$ cat config.mk
export PLATFORM = sky130hd
export DESIGN_NAME = alu_seq
export DESIGN_NICKNAME = d
export VERILOG_FILES = /design/src/rtl/alu_pkg.sv /design/src/rtl/alu_mul_seq.sv /design/src/rtl/alu_seq.sv
export SDC_FILE = /design/constraint.sdc
export NUM_CORES = 1
export LEC_CHECK = 0
export BUFFER_PORTS_ARGS = -buffer_cell sky130_fd_sc_hd__buf_2
export CELL_PAD_IN_SITES_DETAIL_PLACEMENT = 1
export CELL_PAD_IN_SITES_GLOBAL_PLACEMENT = 2
export CORE_MARGIN = 2
export CORE_UTILIZATION = 32
export DETAILED_ROUTE_END_ITERATION = 8
export HOLD_SLACK_MARGIN = 0.05
export PLACE_DENSITY = 0.84
export REMOVE_ABC_BUFFERS = 1
export SLEW_MARGIN = 20
export SYNTH_ARGS = -nofsm -noshare
export SYNTH_HDL_FRONTEND = slang
export SYNTH_HIERARCHICAL = 1
export SYNTH_SLANG_ARGS = --single-unit
$ cat constraint.sdc
create_clock -name clk -period 2.6 [get_ports clk]
set_input_delay 0.13 -clock clk [delete_from_list [all_inputs] [get_ports clk]]
set_output_delay 0.13 -clock clk [all_outputs]
set_load 0.05 [all_outputs]
$ cat src/rtl/alu_pkg.sv
// Shared types and constants for the sequential ALU.
//   alu_op_e    : opcode encoding presented on alu_sel
//   alu_state_e : control FSM states of alu_seq
//   FLAG_*      : bit positions inside out_flags ({zero, carry, overflow})
//   ovf_addsub  : two's-complement overflow for a WIDTH-bit add or subtract
package alu_pkg;

    typedef enum logic [2:0] {
        OP_ADD  = 3'b000,
        OP_SUB  = 3'b001,
        OP_AND  = 3'b010,
        OP_OR   = 3'b011,
        OP_XOR  = 3'b100,
        OP_MUL  = 3'b101,
        OP_RSV6 = 3'b110,
        OP_RSV7 = 3'b111
    } alu_op_e;

    typedef enum logic [1:0] {
        IDLE = 2'd0,
        MUL  = 2'd1,
        HOLD = 2'd2
    } alu_state_e;

    localparam int FLAG_Z = 2;
    localparam int FLAG_C = 1;
    localparam int FLAG_V = 0;

    // sa/sb: operand sign bits, sr: result sign bit, is_sub: 1 for A-B
    function automatic logic ovf_addsub(input logic sa, input logic sb,
                                        input logic sr, input logic is_sub);
        if (is_sub)
            return (sa != sb) && (sr != sa);
        else
            return (sa == sb) && (sr != sa);
    endfunction

endpackage

$ cat src/rtl/alu_mul_seq.sv
// Shift-add unsigned multiplier, one partial product per clock.
// Ports:
//   clk, rst     : clock, synchronous active-high reset (aborts a multiply)
//   start        : load a/b and clear accumulator/counter
//   a, b         : WIDTH-bit multiplicand / multiplier, sampled on start
//   done         : high during the cycle of the last step
//   product      : accumulator after the current step; valid when done=1
// The final step is taken by the consumer in the same edge as done, so a
// multiply occupies exactly WIDTH cycles after start.
module alu_mul_seq #(
    parameter int WIDTH = 8
) (
    input  logic                 clk,
    input  logic                 rst,
    input  logic                 start,
    input  logic [WIDTH-1:0]     a,
    input  logic [WIDTH-1:0]     b,
    output logic                 done,
    output logic [2*WIDTH-1:0]   product
);

    localparam int CNT_W = $clog2(WIDTH + 1);

    logic                busy_q,   busy_d;
    logic [CNT_W-1:0]    cnt_q,    cnt_d;
    logic [2*WIDTH-1:0]  mcand_q,  mcand_d;
    logic [WIDTH-1:0]    mplier_q, mplier_d;
    logic [2*WIDTH-1:0]  acc_q,    acc_d;
    logic [2*WIDTH-1:0]  acc_next;

    always_comb begin
        acc_next = acc_q + (mplier_q[0] ? mcand_q : '0);
        done     = busy_q && (cnt_q == CNT_W'(WIDTH - 1));
        product  = acc_next;

        busy_d   = busy_q;
        cnt_d    = cnt_q;
        mcand_d  = mcand_q;
        mplier_d = mplier_q;
        acc_d    = acc_q;

        if (start) begin
            busy_d   = 1'b1;
            cnt_d    = '0;
            mcand_d  = {{WIDTH{1'b0}}, a};
            mplier_d = b;
            acc_d    = '0;
        end else if (busy_q) begin
            acc_d    = acc_next;
            mcand_d  = mcand_q << 1;
            mplier_d = mplier_q >> 1;
            cnt_d    = cnt_q + CNT_W'(1);
            if (done)
                busy_d = 1'b0;
        end
    end

    always_ff @(posedge clk) begin
        if (rst) begin
            busy_q   <= 1'b0;
            cnt_q    <= '0;
            mcand_q  <= '0;
            mplier_q <= '0;
            acc_q    <= '0;
        end else begin
            busy_q   <= busy_d;
            cnt_q    <= cnt_d;
            mcand_q  <= mcand_d;
            mplier_q <= mplier_d;
            acc_q    <= acc_d;
        end
    end

endmodule

$ cat src/rtl/alu_seq.sv
// Registered ALU with valid/ready handshakes and a multi-cycle multiply.
// Ports:
//   clk, rst             : clock, synchronous active-high reset
//   in_valid / in_ready  : operation request handshake (a, b, alu_sel)
//   a, b                 : WIDTH-bit unsigned operands
//   alu_sel              : opcode (alu_pkg::alu_op_e)
//   out_valid / out_ready: result handshake
//   alu_out              : 2*WIDTH-bit result, held until the next result
//   out_flags            : {zero, carry, overflow}, only with ALU_FLAGS_EN
// Build option: define ALU_FLAGS_EN to add the out_flags port and its logic.
//
// state | meaning
// IDLE  | ready for an operation; non-MUL results are registered on accept
// MUL   | multiplier stepping, one partial product per cycle
// HOLD  | result presented, waiting for out_ready
module alu_seq
    import alu_pkg::*;
#(
    parameter int WIDTH = 8
) (
    input  logic                 clk,
    input  logic                 rst,
    input  logic                 in_valid,
    output logic                 in_ready,
    input  logic [WIDTH-1:0]     a,
    input  logic [WIDTH-1:0]     b,
    input  logic [2:0]           alu_sel,
    output logic                 out_valid,
    input  logic                 out_ready,
    output logic [2*WIDTH-1:0]   alu_out
`ifdef ALU_FLAGS_EN
    ,
    output logic [2:0]           out_flags
`endif
);

    alu_state_e          state_q,     state_d;
    logic                out_valid_q, out_valid_d;
    logic [2*WIDTH-1:0]  alu_out_q,   alu_out_d;

    logic                accept;
    logic                mul_start;
    logic                mul_done;
    logic [2*WIDTH-1:0]  mul_product;
    logic [WIDTH:0]      sum;
    logic [WIDTH:0]      diff;
    logic [2*WIDTH-1:0]  res;
    alu_op_e             op;

`ifdef ALU_FLAGS_EN
    logic [2:0]          flags_q, flags_d;
    logic [2:0]          res_flags;
`endif

    assign in_ready  = (state_q == IDLE) && !rst;
    assign out_valid = out_valid_q;
    assign alu_out   = alu_out_q;
`ifdef ALU_FLAGS_EN
    assign out_flags = flags_q;
`endif

    assign op        = alu_op_e'(alu_sel);
    assign accept    = in_valid && in_ready;
    assign mul_start = accept && (op == OP_MUL);

    alu_mul_seq #(.WIDTH(WIDTH)) u_mul (
        .clk     (clk),
        .rst     (rst),
        .start   (mul_start),
        .a       (a),
        .b       (b),
        .done    (mul_done),
        .product (mul_product)
    );

    // Single-cycle result for everything except MUL
    always_comb begin
        sum  = {1'b0, a} + {1'b0, b};
        diff = {1'b0, a} - {1'b0, b};
        case (op)
            OP_ADD:  res = {{(WIDTH-1){1'b0}}, sum};
            OP_SUB:  res = {{(WIDTH-1){1'b0}}, diff};
            OP_AND:  res = {{WIDTH{1'b0}}, a & b};
            OP_OR:   res = {{WIDTH{1'b0}}, a | b};
            OP_XOR:  res = {{WIDTH{1'b0}}, a ^ b};
            default: res = '0;
        endcase
    end

`ifdef ALU_FLAGS_EN
    always_comb begin
        res_flags         = '0;
        res_flags[FLAG_Z] = (res == '0);
        if (op == OP_ADD) begin
            res_flags[FLAG_C] = sum[WIDTH];
            res_flags[FLAG_V] = ovf_addsub(a[WIDTH-1], b[WIDTH-1], sum[WIDTH-1], 1'b0);
        end else if (op == OP_SUB) begin
            res_flags[FLAG_C] = diff[WIDTH];
            res_flags[FLAG_V] = ovf_addsub(a[WIDTH-1], b[WIDTH-1], diff[WIDTH-1], 1'b1);
        end
    end
`endif

    always_comb begin
        state_d     = state_q;
        out_valid_d = out_valid_q;
        alu_out_d   = alu_out_q;
`ifdef ALU_FLAGS_EN
        flags_d     = flags_q;
`endif
        case (state_q)
            IDLE: begin
                if (accept) begin
                    if (op == OP_MUL) begin
                        state_d = MUL;
                    end else begin
                        state_d     = HOLD;
                        out_valid_d = 1'b1;
                        alu_out_d   = res;
`ifdef ALU_FLAGS_EN
                        flags_d     = res_flags;
`endif
                    end
                end
            end
            MUL: begin
                if (mul_done) begin
                    state_d     = HOLD;
                    out_valid_d = 1'b1;
                    alu_out_d   = mul_product;
`ifdef ALU_FLAGS_EN
                    flags_d         = '0;
                    flags_d[FLAG_Z] = (mul_product == '0);
                    flags_d[FLAG_V] = |mul_product[2*WIDTH-1:WIDTH];
`endif
                end
            end
            HOLD: begin
                if (out_ready) begin
                    state_d     = IDLE;
                    out_valid_d = 1'b0;
                end
            end
            default: begin
                state_d     = IDLE;
                out_valid_d = 1'b0;
            end
        endcase
    end

    always_ff @(posedge clk) begin
        if (rst) begin
            state_q     <= IDLE;
            out_valid_q <= 1'b0;
            alu_out_q   <= '0;
`ifdef ALU_FLAGS_EN
            flags_q     <= '0;
`endif
        end else begin
            state_q     <= state_d;
            out_valid_q <= out_valid_d;
            alu_out_q   <= alu_out_d;
`ifdef ALU_FLAGS_EN
            flags_q     <= flags_d;
`endif
        end
    end

endmodule

* After elaboration in Yosys (flattened, before gate mapping)
Index checks and enable logic that the tools add are counted.
** Cells by class
- $add $sub $neg :: 4
- Equal/unequal tests :: 12
- Mux-type cells :: 23
- Bitwise gates (word level) :: 3
- Reduce and logical (&&, ||, !) cells :: 13
** Operators by type and width (count)
- 2-to-1 mux 16 bit :: 4
- case mux 9 bit (5 select lines) :: 1
- 2-to-1 mux 8 bit :: 4
- case mux 16 bit (2 select lines) :: 1
- adder 16 bit :: 1
- adder 8 x 8 -> 9 bit :: 1
- subtractor 8 x 8 -> 9 bit :: 1
- bitwise AND 8 bit :: 1
- 2-to-1 mux 2 bit :: 4
- != test 2 bit (second input constant) :: 4
- OR 8 bit :: 1
- AND reduction 4 bit :: 2
- XOR 8 bit :: 1
- 2-to-1 mux 1 bit :: 7
- equality test 3 x 2 -> 1 bit (second input constant) :: 2
- equality test 3 bit (second input constant) :: 2
- case mux 2 bit (3 select lines) :: 1
- adder 4 x 1 -> 4 bit (second input constant) :: 1
- equality test 4 x 3 -> 1 bit (second input constant) :: 1
- logical AND 1 bit :: 4
- nonzero test 2 bit :: 2
- equality test 3 x 1 -> 1 bit (second input constant) :: 1
- zero test 3 bit :: 1
- case mux 1 bit (3 select lines) :: 1
- 6 further kinds :: 6
** Word-level totals
- Register bits :: 64
- Bits of input ports :: 23
- Logic and storage cells :: 64

* Depth between registers and ports, before layout
- Depth in word-level cells :: 5
- Mapped depth :: 13
- Mapped depth without buffers :: 12

* By module
The synthesis kept the hierarchy.
** By module, submodules not included
- alu_mul_seq :: times used 1, cells an instance 301, area an instance 2544.9 um2
- alu_seq :: times used 1, cells an instance 246, area an instance 1874.3 um2

* Worst setup path after synthesis
OpenSTA, ideal clock, no wires.
- Path kind :: reg2reg
- Start :: reg state_q[0]
- End :: reg u_mul.acc_q[0]
- Data arrival time :: 3.003 ns
- Path slack :: -0.531 ns
- Cell stages (with the launch flop) :: 10
- Path through :: dfxtp_1 clkbuf_1 clkbuf_1 nor3_1 and3_1 clkbuf_1 or2_2 clkbuf_1 clkbuf_1 nor2_1
** Between the ends
- Longest elaborated chain between the ends :: 5
** RTL lines
- start, declared :: line alu_seq.sv:37 : alu_state_e state_q, state_d;
- start signal, assigned :: line alu_seq.sv:160 : state_q <= state_d;
- zero test 2 bit :: line alu_seq.sv:55 : assign in_ready = (state_q == IDLE) && !rst;
- logical AND 1 bit :: line alu_seq.sv:55
- named net in_ready :: line alu_seq.sv:24 : output logic in_ready,
- logical AND 1 bit :: line alu_seq.sv:63 : assign accept = in_valid && in_ready;
- logical AND 1 bit :: line alu_seq.sv:64 : assign mul_start = accept && (op == OP_MUL);
- named net mul_start :: line alu_seq.sv:42 : logic mul_start;
- OR reduction 2 bit (no line)
- end signal, assigned :: line alu_mul_seq.sv:64 : acc_q <= '0;
- end signal, assigned :: line alu_mul_seq.sv:70 : acc_q <= acc_d;
- end, declared :: line alu_mul_seq.sv:28 : logic [2*WIDTH-1:0] acc_q, acc_d;
The timed path passes the listed nets, and every way through them passes these cells.
A chain may end at the register's enable or synchronous reset.

* Worst setup path in the final report
- Start :: reg u_mul.mplier_q[0]
- End :: reg alu_out_q[14] (netlist: alu_out[14])
** Between the ends
- Longest elaborated chain between the ends :: 4
** RTL lines
- start, declared :: line alu_mul_seq.sv:27 : logic [WIDTH-1:0] mplier_q, mplier_d;
- start signal, assigned :: line alu_mul_seq.sv:69 : mplier_q <= mplier_d;
- 2-to-1 mux 16 bit :: line alu_mul_seq.sv:32 : acc_next = acc_q + (mplier_q[0] ? mcand_q : '0);
- adder 16 bit :: line alu_mul_seq.sv:32
- named net mul_product[14] :: line alu_seq.sv:44 : logic [2*WIDTH-1:0] mul_product;
- 2-to-1 mux 16 bit :: line alu_seq.sv:127 : if (mul_done) begin
- case mux 16 bit (2 select lines) :: line alu_seq.sv:111 : case (state_q)
- end signal, assigned :: line alu_seq.sv:162 : alu_out_q <= alu_out_d;
- end, declared :: line alu_seq.sv:39 : logic [2*WIDTH-1:0] alu_out_q, alu_out_d;
The timed path passes the listed nets, and every way through them passes these cells. The select of a mux whose other input is x is not followed.

==> results.yml <==
clock_tree:
  cts.clk_slew.worst_paths_ps: 60
  clock_latency_ps: 340
  cts_tree: "done"
  cts_buffer_depth: 2
  cts_sinks: 64
  root_buffer: "clkbuf_16"
  htree_levels: 3
  numCtsBuffers: 9
status:
  status: "completed"
placed_design:
  post-dp-hpwl_um: 10110
  port_buffers: 40
  pre_cts_ws_ps: -88.64
  place_congestion: 0.9144
grt:
  grt_pass1_wl_um: 21740
  overflow: 0
  grt_usage_pct: 18.59
  grt_max_degree: 43
  antenna_found_initial: 0
  grt_pass1_vias: 4324
synthesis:
  ys_types: 56
  syn-cell-area_um2: 4419
  synthFlopType: "dfxtp_1"
  ys_ff_latch: 64
  seq_area_frac_synth_pct: 28.99
  yosys_warnings: 6
  avgSynthCellArea_um2: 8.079
  post-synth-top-area-fraction_pct: 28.99
  synthMostInstantiatedCell: "nor2_1"
  ys_async_sr_fraction_pct: 0
  postSynthCellCount: 547
  synth_commonest_cells: "nor2_1, dfxtp_1, a21oi_1, ha_1, mux2i_1"
  synth_edf_count: 0
  yosys-top-cells-area: "dfxtp_1, ha_1, mux2i_1, nor2_1, a21oi_1"
  synth_top_cell_by_area: "dfxtp_1"
power_and_ir_drop:
  vdd_drop_max_mv: 0.3263
  seqPwrFrac_pct: 36.4
  combPwrFrac_pct: 15.3
  switching_power_mw: 0.7752
  power_density_nw_per_um2: 524.8
  swShare_pct: 27.93
  p_leak_nw: 2.320
  clkPwrFrac_pct: 48.3
  p_int_mw: 2.001
floorplanning:
  pin_count: 41
  die_x_um: 121.5
  rows: 42
  fp.coreArea_um2: 13350
  die_y_um: 121.5
  dieArea_um2: 14770
  start_util_pct: 33.11
timing:
  setup-violations-final: 0
  fmax_mhz: 389.4
  skew_ps: 6.037
  layout_min_cycle_time_ps: 2568
  hold_viol_final: 0
  worst_pin_slew_ps: 687.3
  hold-worst-slack_ps: 83.89
  maxSlewViolCount: 0
  fin_crit_sh_pct: 98.77
  rsz0062_at_grt: "yes"
  fin_ws_ps: 31.99
  relSlewSlack_pct: 54.18
worst_hold_path:
  worstHoldPathType: "input pin to flip-flop"
  hp-start: "out_ready"
worst_setup_path:
  worstPathArrival_ps: 2790
  startpoint: "u_mul/mplier_q[0]"
  critPathLaunchType: "flip-flop"
  critPathKind: "flip-flop to flip-flop"
  r2r_start: "u_mul/mplier_q[0]"
  required_ps: 2830
  crit_fanout: 4
  rrSetupSlack_ps: 30
  critPathCaptureType: "flip-flop"
cells_and_area:
  syn2layout_area_growth_pct: 19.68
  antenna_cells: 0
  fill_cells: 1610
  final-seq-area_um2: 1285
  multi_input_area_um2: 2962
  num-nets-final: 658
  drive_gt1_share_pct: 17.42
route:
  routed_wl_um: 13390
  wl_per_cell_um: 17.32
  dr.pass1.iters: 4
  ant_nets: 0
  num_vias: 4168
  drt_iter0_drc: 192
  avgViaCountPerCell: 5.392
  drc: 0
job:
  max_cap_viol_count: 0
[cell usage in the layout, fill, tap and decap left out, types with 8 or more instances in the layout]
master     netlist  layout
and2_1          18      17
inv_1           25      25
buf_2            5      40
dfxtp_1         64      61
nand2_1         31      30
nand3_1         11      11
clkbuf_16        0       9
xor2_1          12      12
mux2i_1         37      37
nor2_1          89      89
nor3_1          10      10
a21oi_1         47      47
ha_1            41      39
a22oi_1          8       8
o21ai_0         20      19
xnor2_1         13      13
buf_4            0      25
[layer usage]
metal | global-route usage [%] | routed length, µm | up-vias
li1 | - | - | 2013
met1 | 23.65 | 6225 | 2059
met2 | 32.65 | 6407 | 79
met3 | 3.665 | 546 | 17
met4 | 3.879 | 207 | 0
met5 | 0 | 0 | -
[path summary, 6_finish.rpt]
| check | to | cells past startpoint |
|---|---|---|
| worst max-delay path | alu_out[14] | 11 |
| worst min-delay path | state_q[1] | 4 |
| worst max register to register | alu_out[14] | 11 |
| worst min register to register | out_valid | 2 |
[power groups by stage]
stage,clock (mW),combinational (mW),sequential (mW)
after global placement,0,0.409,1.03
after CTS,1.37,0.422,1.01
after floorplan,0,0.223,1.07
after detailed placement,0,0.420,1.03
after global routing,1.41,0.467,1.01
final,1.34,0.425,1.01
[stage by stage]
stage	TNS [ps]	area, µm²	instances	power (mW)	util (%)
global route	-152.2	5289	773	2.892	39.62
floorplan	-22550	4278	515	1.290	-
global placement	0	4887	756	1.438	36.61
finish	0	5289	773	2.776	39.62
CTS	-12.14	5225	772	2.801	39.15
detailed placement	-287.2	4887	756	1.451	36.61
[worst max-delay path, stage by stage, from the launching register on]
cell and delay (ps):
dfxtp_2 340, and2_4 140, ha_4 160, fa_2 350, a21o_1 220, a311o_1 380, buf_4 170, a31oi_4 150
o21bai_1 120, xor2_1 170, a22oi_1 200, nor2_1 70
[registers in the layout (all words and copies together) (netlist names)]
name,count
alu_out,16
u_mul/acc_q,16
u_mul/mcand_q,16
u_mul/mplier_q,8
u_mul/cnt_q,4
state_q,2
out_valid,1
u_mul/busy_q,1
[area by class of cell]
cell class,count,area share [%]
multi-input combinational,426,56.00
inverter,25,1.774
tap,176,4.164
clock buffer,9,4.258
sequential,64,24.30
timing repair buffer,66,7.547
clock inverter,7,1.964
[logic make-up (layout without fill, tap and decap cells)]
family,count (synthesis),after routing,synth area share [%]
AOI/OAI and AO/OA,133,133,20.10
xor gates and xnor gates,25,25,4.955
adders and majority gates,43,43,12.51
buffers and inverters,57,107,5.323
DFF,64,64,28.99
muxes,37,37,8.381
and+or+nand+nor,188,188,19.73
[what timing repair did]
item	in CTS	in global routing
pin swaps	1	6
setup endpoints to repair	8	12
gates resized for setup	2	12
hold buffers	0	0
setup buffers	0	1
cloned	0	0
Power figures use the tool's default switching activity.
